**config.mk**
```make
export PLATFORM = sky130hd
export DESIGN_NAME = i2c_target_byte
export DESIGN_NICKNAME = d
export VERILOG_FILES = /design/src/rtl/i2c_target_byte.sv
export SDC_FILE = /design/constraint.sdc
export NUM_CORES = 1
export LEC_CHECK = 0
export ABC_AREA = 0
export CAP_MARGIN = 20
export CELL_PAD_IN_SITES_DETAIL_PLACEMENT = 0
export CELL_PAD_IN_SITES_GLOBAL_PLACEMENT = 1
export CORE_UTILIZATION = 33
export DETAILED_ROUTE_END_ITERATION = 7
export DONT_BUFFER_PORTS = 1
export PLACE_DENSITY_LB_ADDON = 0.12
export SLEW_MARGIN = 20
export SYNTH_ARGS = -nofsm -noshare
export SYNTH_HDL_FRONTEND = slang
export SYNTH_SLANG_ARGS = --single-unit
```
**constraint.sdc**
```tcl
create_clock -name clk -period 1.9 [get_ports clk]
set_input_delay 0.38 -clock clk [delete_from_list [all_inputs] [get_ports clk]]
set_output_delay 0.38 -clock clk [all_outputs]
set_load 0.03 [all_outputs]
```
**src/rtl/i2c_target_byte.sv**
```systemverilog
// I2C target byte engine: answers at a fixed 7-bit address, ACKs every byte
// written by the master and returns tx_dat on reads. SCL is input-only (no
// clock stretching); SDA is open-drain through sda_pad_o/sda_padoen_o.
module i2c_target_byte #(
  parameter logic [6:0] DEV_ADR = 7'h50,
  parameter int         FILT    = 3
) (
  input  logic       clk,
  input  logic       reset,
  input  logic       scl_pad_i,
  input  logic       sda_pad_i,
  output logic       sda_pad_o,
  output logic       sda_padoen_o,
  input  logic [7:0] tx_dat,
  output logic [7:0] rx_dat,
  output logic       rx_valid,
  output logic       rd_done,
  output logic       busy
);

  localparam int CW = (FILT > 1) ? $clog2(FILT) : 1;
  localparam logic [CW-1:0] CNT_MAX = CW'(FILT - 1);

  typedef enum logic [2:0] {
    IDLE, ADDR, ADR_ACK, RX_DATA, RX_ACK, TX_DATA, TX_ACK, IGNORE
  } state_t;

  state_t        state_r;
  logic          scl_s1_r, scl_s2_r, sda_s1_r, sda_s2_r;
  logic          scl_f_r, sda_f_r, scl_q_r, sda_q_r;
  logic [CW-1:0] scl_cnt_r, sda_cnt_r;
  logic [3:0]    bit_cnt_r;
  logic [6:0]    shift_r;
  logic [7:0]    tx_sh_r;
  logic          rw_r;

  logic       scl_rise_s, scl_fall_s, start_s, stop_s;
  logic [7:0] shift_in_s;

  // The open-drain data input of the pad buffer is always low.
  assign sda_pad_o = 1'b0;

  assign scl_rise_s = scl_f_r & ~scl_q_r;
  assign scl_fall_s = ~scl_f_r & scl_q_r;
  assign start_s    = ~sda_f_r & sda_q_r & scl_f_r & scl_q_r;
  assign stop_s     = sda_f_r & ~sda_q_r & scl_f_r & scl_q_r;
  assign shift_in_s = {shift_r, sda_f_r};

  // Two-flop synchronizers, glitch filters and previous-level registers for edge detection.
  always_ff @(posedge clk) begin
    if (reset) begin
      scl_s1_r  <= 1'b1;
      scl_s2_r  <= 1'b1;
      sda_s1_r  <= 1'b1;
      sda_s2_r  <= 1'b1;
      scl_f_r   <= 1'b1;
      sda_f_r   <= 1'b1;
      scl_q_r   <= 1'b1;
      sda_q_r   <= 1'b1;
      scl_cnt_r <= '0;
      sda_cnt_r <= '0;
    end else begin
      scl_s1_r <= scl_pad_i;
      scl_s2_r <= scl_s1_r;
      sda_s1_r <= sda_pad_i;
      sda_s2_r <= sda_s1_r;
      scl_q_r  <= scl_f_r;
      sda_q_r  <= sda_f_r;
      // a differing sample run must reach FILT before the level flips
      if (scl_s2_r == scl_f_r) begin
        scl_cnt_r <= '0;
      end else if (scl_cnt_r == CNT_MAX) begin
        scl_f_r   <= scl_s2_r;
        scl_cnt_r <= '0;
      end else begin
        scl_cnt_r <= scl_cnt_r + 1'b1;
      end
      if (sda_s2_r == sda_f_r) begin
        sda_cnt_r <= '0;
      end else if (sda_cnt_r == CNT_MAX) begin
        sda_f_r   <= sda_s2_r;
        sda_cnt_r <= '0;
      end else begin
        sda_cnt_r <= sda_cnt_r + 1'b1;
      end
    end
  end

  // Protocol FSM: START/STOP override everything, bits sampled on SCL rise, SDA changed on SCL fall.
  always_ff @(posedge clk) begin
    if (reset) begin
      state_r      <= IDLE;
      bit_cnt_r    <= 4'd0;
      shift_r      <= 7'h00;
      tx_sh_r      <= 8'h00;
      rw_r         <= 1'b0;
      sda_padoen_o <= 1'b1;
      rx_dat       <= 8'h00;
      rx_valid     <= 1'b0;
      rd_done      <= 1'b0;
      busy         <= 1'b0;
    end else begin
      rx_valid <= 1'b0;
      rd_done  <= 1'b0;
      if (start_s) begin
        state_r      <= ADDR;
        bit_cnt_r    <= 4'd0;
        sda_padoen_o <= 1'b1;
        busy         <= 1'b0;
      end else if (stop_s) begin
        state_r      <= IDLE;
        bit_cnt_r    <= 4'd0;
        sda_padoen_o <= 1'b1;
        busy         <= 1'b0;
      end else begin
        case (state_r)
          ADDR: begin
            if (scl_rise_s && (bit_cnt_r < 4'd8)) begin
              shift_r <= shift_in_s[6:0];
              if (bit_cnt_r == 4'd7) begin
                if (shift_in_s[7:1] == DEV_ADR) begin
                  rw_r      <= shift_in_s[0];
                  busy      <= 1'b1;
                  bit_cnt_r <= 4'd8;
                end else begin
                  state_r   <= IGNORE;
                  bit_cnt_r <= 4'd0;
                end
              end else begin
                bit_cnt_r <= bit_cnt_r + 4'd1;
              end
            end else if (scl_fall_s && (bit_cnt_r == 4'd8)) begin
              sda_padoen_o <= 1'b0;
              state_r      <= ADR_ACK;
            end
          end
          ADR_ACK: begin
            if (scl_fall_s) begin
              if (rw_r) begin
                tx_sh_r      <= {tx_dat[6:0], 1'b0};
                sda_padoen_o <= tx_dat[7];
                bit_cnt_r    <= 4'd1;
                state_r      <= TX_DATA;
              end else begin
                sda_padoen_o <= 1'b1;
                bit_cnt_r    <= 4'd0;
                state_r      <= RX_DATA;
              end
            end
          end
          RX_DATA: begin
            if (scl_rise_s && (bit_cnt_r < 4'd8)) begin
              shift_r <= shift_in_s[6:0];
              if (bit_cnt_r == 4'd7) begin
                rx_dat    <= shift_in_s;
                rx_valid  <= 1'b1;
                bit_cnt_r <= 4'd8;
              end else begin
                bit_cnt_r <= bit_cnt_r + 4'd1;
              end
            end else if (scl_fall_s && (bit_cnt_r == 4'd8)) begin
              sda_padoen_o <= 1'b0;
              state_r      <= RX_ACK;
            end
          end
          RX_ACK: begin
            if (scl_fall_s) begin
              sda_padoen_o <= 1'b1;
              bit_cnt_r    <= 4'd0;
              state_r      <= RX_DATA;
            end
          end
          TX_DATA: begin
            if (scl_fall_s) begin
              if (bit_cnt_r == 4'd8) begin
                sda_padoen_o <= 1'b1;
                bit_cnt_r    <= 4'd0;
                state_r      <= TX_ACK;
              end else begin
                sda_padoen_o <= tx_sh_r[7];
                tx_sh_r      <= {tx_sh_r[6:0], 1'b0};
                bit_cnt_r    <= bit_cnt_r + 4'd1;
              end
            end
          end
          TX_ACK: begin
            if (scl_rise_s && (bit_cnt_r == 4'd0)) begin
              rd_done <= 1'b1;
              if (sda_f_r) begin
                state_r <= IGNORE;
              end else begin
                bit_cnt_r <= 4'd1;
              end
            end else if (scl_fall_s && (bit_cnt_r == 4'd1)) begin
              tx_sh_r      <= {tx_dat[6:0], 1'b0};
              sda_padoen_o <= tx_dat[7];
              bit_cnt_r    <= 4'd1;
              state_r      <= TX_DATA;
            end
          end
          IDLE, IGNORE: begin
            sda_padoen_o <= 1'b1;
          end
          default: begin
            state_r      <= IDLE;
            sda_padoen_o <= 1'b1;
          end
        endcase
      end
    end
  end

endmodule

```
==> summary.md <==
| Metric | Value |
|---|---|
| CP Buf/Inv Count | `2` |
| Routed length on met2 | `2410 um` |
| Seq/Total Area, Yosys | `0.396` |
| Clock Root Buffer | `clkbuf_8` |
| Count of cell types in the netlist | `56` |
| Clock net sink count | `46` |
| Std-Cell Rows | `30` |
| Final Util | `0.397` |
| Max incr delay on CP | `330 ps` |
| Cts bufs inserted | `5` |
| Die height | `86.0 um` |
| Max-cap viol count | `0` |
| DRT met1 WL | `2600 um` |
| Power Total | `0.00166 W` |
| Top-area cell type share of the netlist area | `0.396` |
| Final Max Tran Viols | `0` |
| Final hold violation count | `0` |
| Synth area leaders | `dfxtp_1, mux2i_1, nor2_1` |
| Placed insts | `370` |
| Yosys top cell by area | `dfxtp_1` |
| DP Area | `0.00254 mm2` |
| Initial antenna violation count | `0` |
| Initial Utilization | `0.342` |
| Post-synth EDFFs | `0` |
| Flops & latches, synth | `46` |
| Share of synthesized registers carrying an async set or reset | `0` |
| Worst skew pair latency | `300 ps` |
| Non-filler cells, final | `378` |
| Ys Warns | `0` |
| ANT nets after route | `0` |
| Clock-pin slew on the worst setup and hold paths | `100 ps` |
| LEAKAGE | `1.04 nW` |
| Fin Clk Skew | `7.48 ps` |
| Top Family by Delay on Critical Path | `compound AO/OA/AOI/OAI gates` |
| Main flop type after synthesis | `dfxtp_1` |
| Outcome | `complete, no violations` |
| Fmax | `0.546 GHz` |
| IO Port Bufs | `0` |
| CP max FO | `5` |
| Vias/cell | `4.89` |
| Crit path kind | `flop to flop` |
| Routed len/inst | `13.9 um` |
| ANT cells | `0` |
| Worst EP arrival | `2030 ps` |
| Final worst slack | `67.3 ps` |
| # setup viols final | `0` |
| RSZ-0062 raised after global routing | `yes` |
| Top Ports | `25` |
| DR pass1 iterations | `4` |
| Fin crit share | `0.965` |
| Post-route DRC | `0` |
| First-pass GRT wire length | `9000 um` |
| Pwr Density | `615 mW/mm2` |
| Area Growth Syn to Fin | `16.0%` |
| Most instantiated cells after synthesis | `dfxtp_1, nor2_1, nand2_1` |
| CTS max path bufs | `2` |
| GR Util All Layers | `0.155` |
| Pre-CTS WS | `-77.9 ps` |
| Final Cell Area | `0.00270 mm2` |
| Minimum clock period | `1830 ps` |
| Vias in the first global route | `1815` |
| DR iter-0 viols | `115` |
| Die Span X | `86.0 um` |
| Overall routed net length | `5270 um` |
| Core outline area | `0.00679 mm2` |
| Required @ worst endpoint | `2100 ps` |
| Worst path cell trace | `inv_2 > ha_2 > nor3b_4 > nand2_2 > a221oi_2 > o221ai_2 > buf_12 > mux2i_1 > nor2_1` |
| Grt total ovfl | `0` |
| Post-Syn Nets | `285` |
| HPWL Detailed | `3860 um` |
| Slowest CP cell | `dfxtp_2` |
| CTS H-tree lvls | `2` |
| Max Used Layer | `met4` |
| CTS tree | `built` |
| Worst-margin pin slew | `652 ps` |
| Routability cong. | `0.798` |
| CTS Hold Bufs | `0` |
| DIE AREA | `0.00739 mm2` |
| Layout Nets | `298` |
| Share of layout cells above drive strength 1 | `0.252` |
| Via Count | `1847` |
| Mapped Area | `0.00233 mm2` |
| Worst VDD drop | `0.000428 V` |
| Hold WC Path Type | `input pin to flop` |
| Max-slew headroom | `0.564` |
| Mean Syn Cell Area | `8.68 um2` |
| Synthesized instance count | `268` |
| Nature of the critical path endpoint | `flop` |
| Met3 WL | `195 um` |
| Largest net degree at the start of global routing | `38` |
| Setup Fix Bufs, Post-CTS | `0` |
| CP Launch Type | `flop` |
| Dominant cell by count in the synthesized netlist | `dfxtp_1` |
worst register-to-register path: stages, from the launching register on:
cell,delay (ps)
dfxtp_2,330
inv_2,50
ha_2,170
nor3b_4,220
nand2_2,90
a221oi_2,300
o221ai_2,200
buf_12,180
mux2i_1,140
nor2_1,50
timing repair:
| item | CTS | global route |
|---|---|---|
| pin swaps | 0 | 3 |
| endpoints found under the setup margin | 9 | 14 |
| gates resized for setup | 1 | 15 |
area by class of cell:
type                            instances  area [um2]
Clock buffer                            5        68.8
Sequential cell                        46         926
Fill cell                             678        4100
Timing Repair Buffer                   25         213
Inverter                                6        22.5
Tap cell                               96         120
Clock inverter                          3        27.5
Multi-Input combinational cell        197        1320
kinds of logic after synthesis:
family / Yosys count / share of synthesized area
simple gates: 111 / 0.240
compound gates: 50 / 0.147
flops: 46 / 0.396
mux: 26 / 0.115
buf+inv: 25 / 0.0586
fa+ha+maj: 5 / 0.0269
xor+xnor: 4 / 0.0151
other cells: 1 / 0.00161
metal layers:
metal | track usage | vias up
met5 | 0 | -
met4 | 0.0455 | 0
met3 | 0.0298 | 4
met2 | 0.247 | 33
met1 | 0.212 | 858
li1 | - | 952
registers in the layout, indices dropped and copies added (netlist names):
signal / flops
bit_cnt_r: 4
busy: 1
rd_done: 1
rw_r: 1
rx_dat: 8
rx_valid: 1
scl_cnt_r: 2
scl_f_r: 1
scl_q_r: 1
scl_s1_r: 1
scl_s2_r: 1
sda_cnt_r: 2
sda_f_r: 1
sda_padoen_o: 1
sda_q_r: 1
sda_s1_r: 1
sda_s2_r: 1
shift_r: 7
state_r: 3
tx_sh_r: 7
metrics by stage:
| step | hold WS [ps] | TNS [ps] |
|---|---|---|
| after floorplan | 389 | 0 |
| after detailed placement | 398 | -564 |
| after CTS | 120 | 0 |
| after global placement | 393 | -154 |
| final | 131 | 0 |
| after global routing | 117 | -251 |
report_power, final:
group	internal, W	total (W)	switching (W)
clock network	0.000273	0.000657	0.000384
logic	0.0000146	0.0000303	0.0000157
registers	0.000969	0.000972	0.00000261
worst paths after layout:
path | from | to | cells after the start | slack, ps
setup / recovery | bit_cnt_r[1]$_SDFFE_PP0P_ | tx_sh_r[3]$_SDFFE_PP0P_ | 9 | 70
hold / removal | reset | shift_r[0]$_SDFFE_PP0P_ | 1 | 130
setup reg to reg | bit_cnt_r[1]$_SDFFE_PP0P_ | tx_sh_r[3]$_SDFFE_PP0P_ | 9 | 70
hold reg to reg | sda_s1_r$_SDFF_PP1_ | sda_s2_r$_SDFF_PP1_ | 1 | 420
layout by cell type, fill, tap and decap left out, drive strengths merged, types with 3 or more instances in the layout:
cell type  count
inv            8
o21ai         11
mux2i         20
buf           25
xnor2          4
ha             5
nand2         32
nor3           3
a21o           3
nand3          5
a21oi         17
nor2          35
nor2b          6
dfxtp         46
or2           10
clkbuf         5
a211o          3
nand2b         3
mux2           6
No activity file was read; power rests on OpenSTA's default activity.
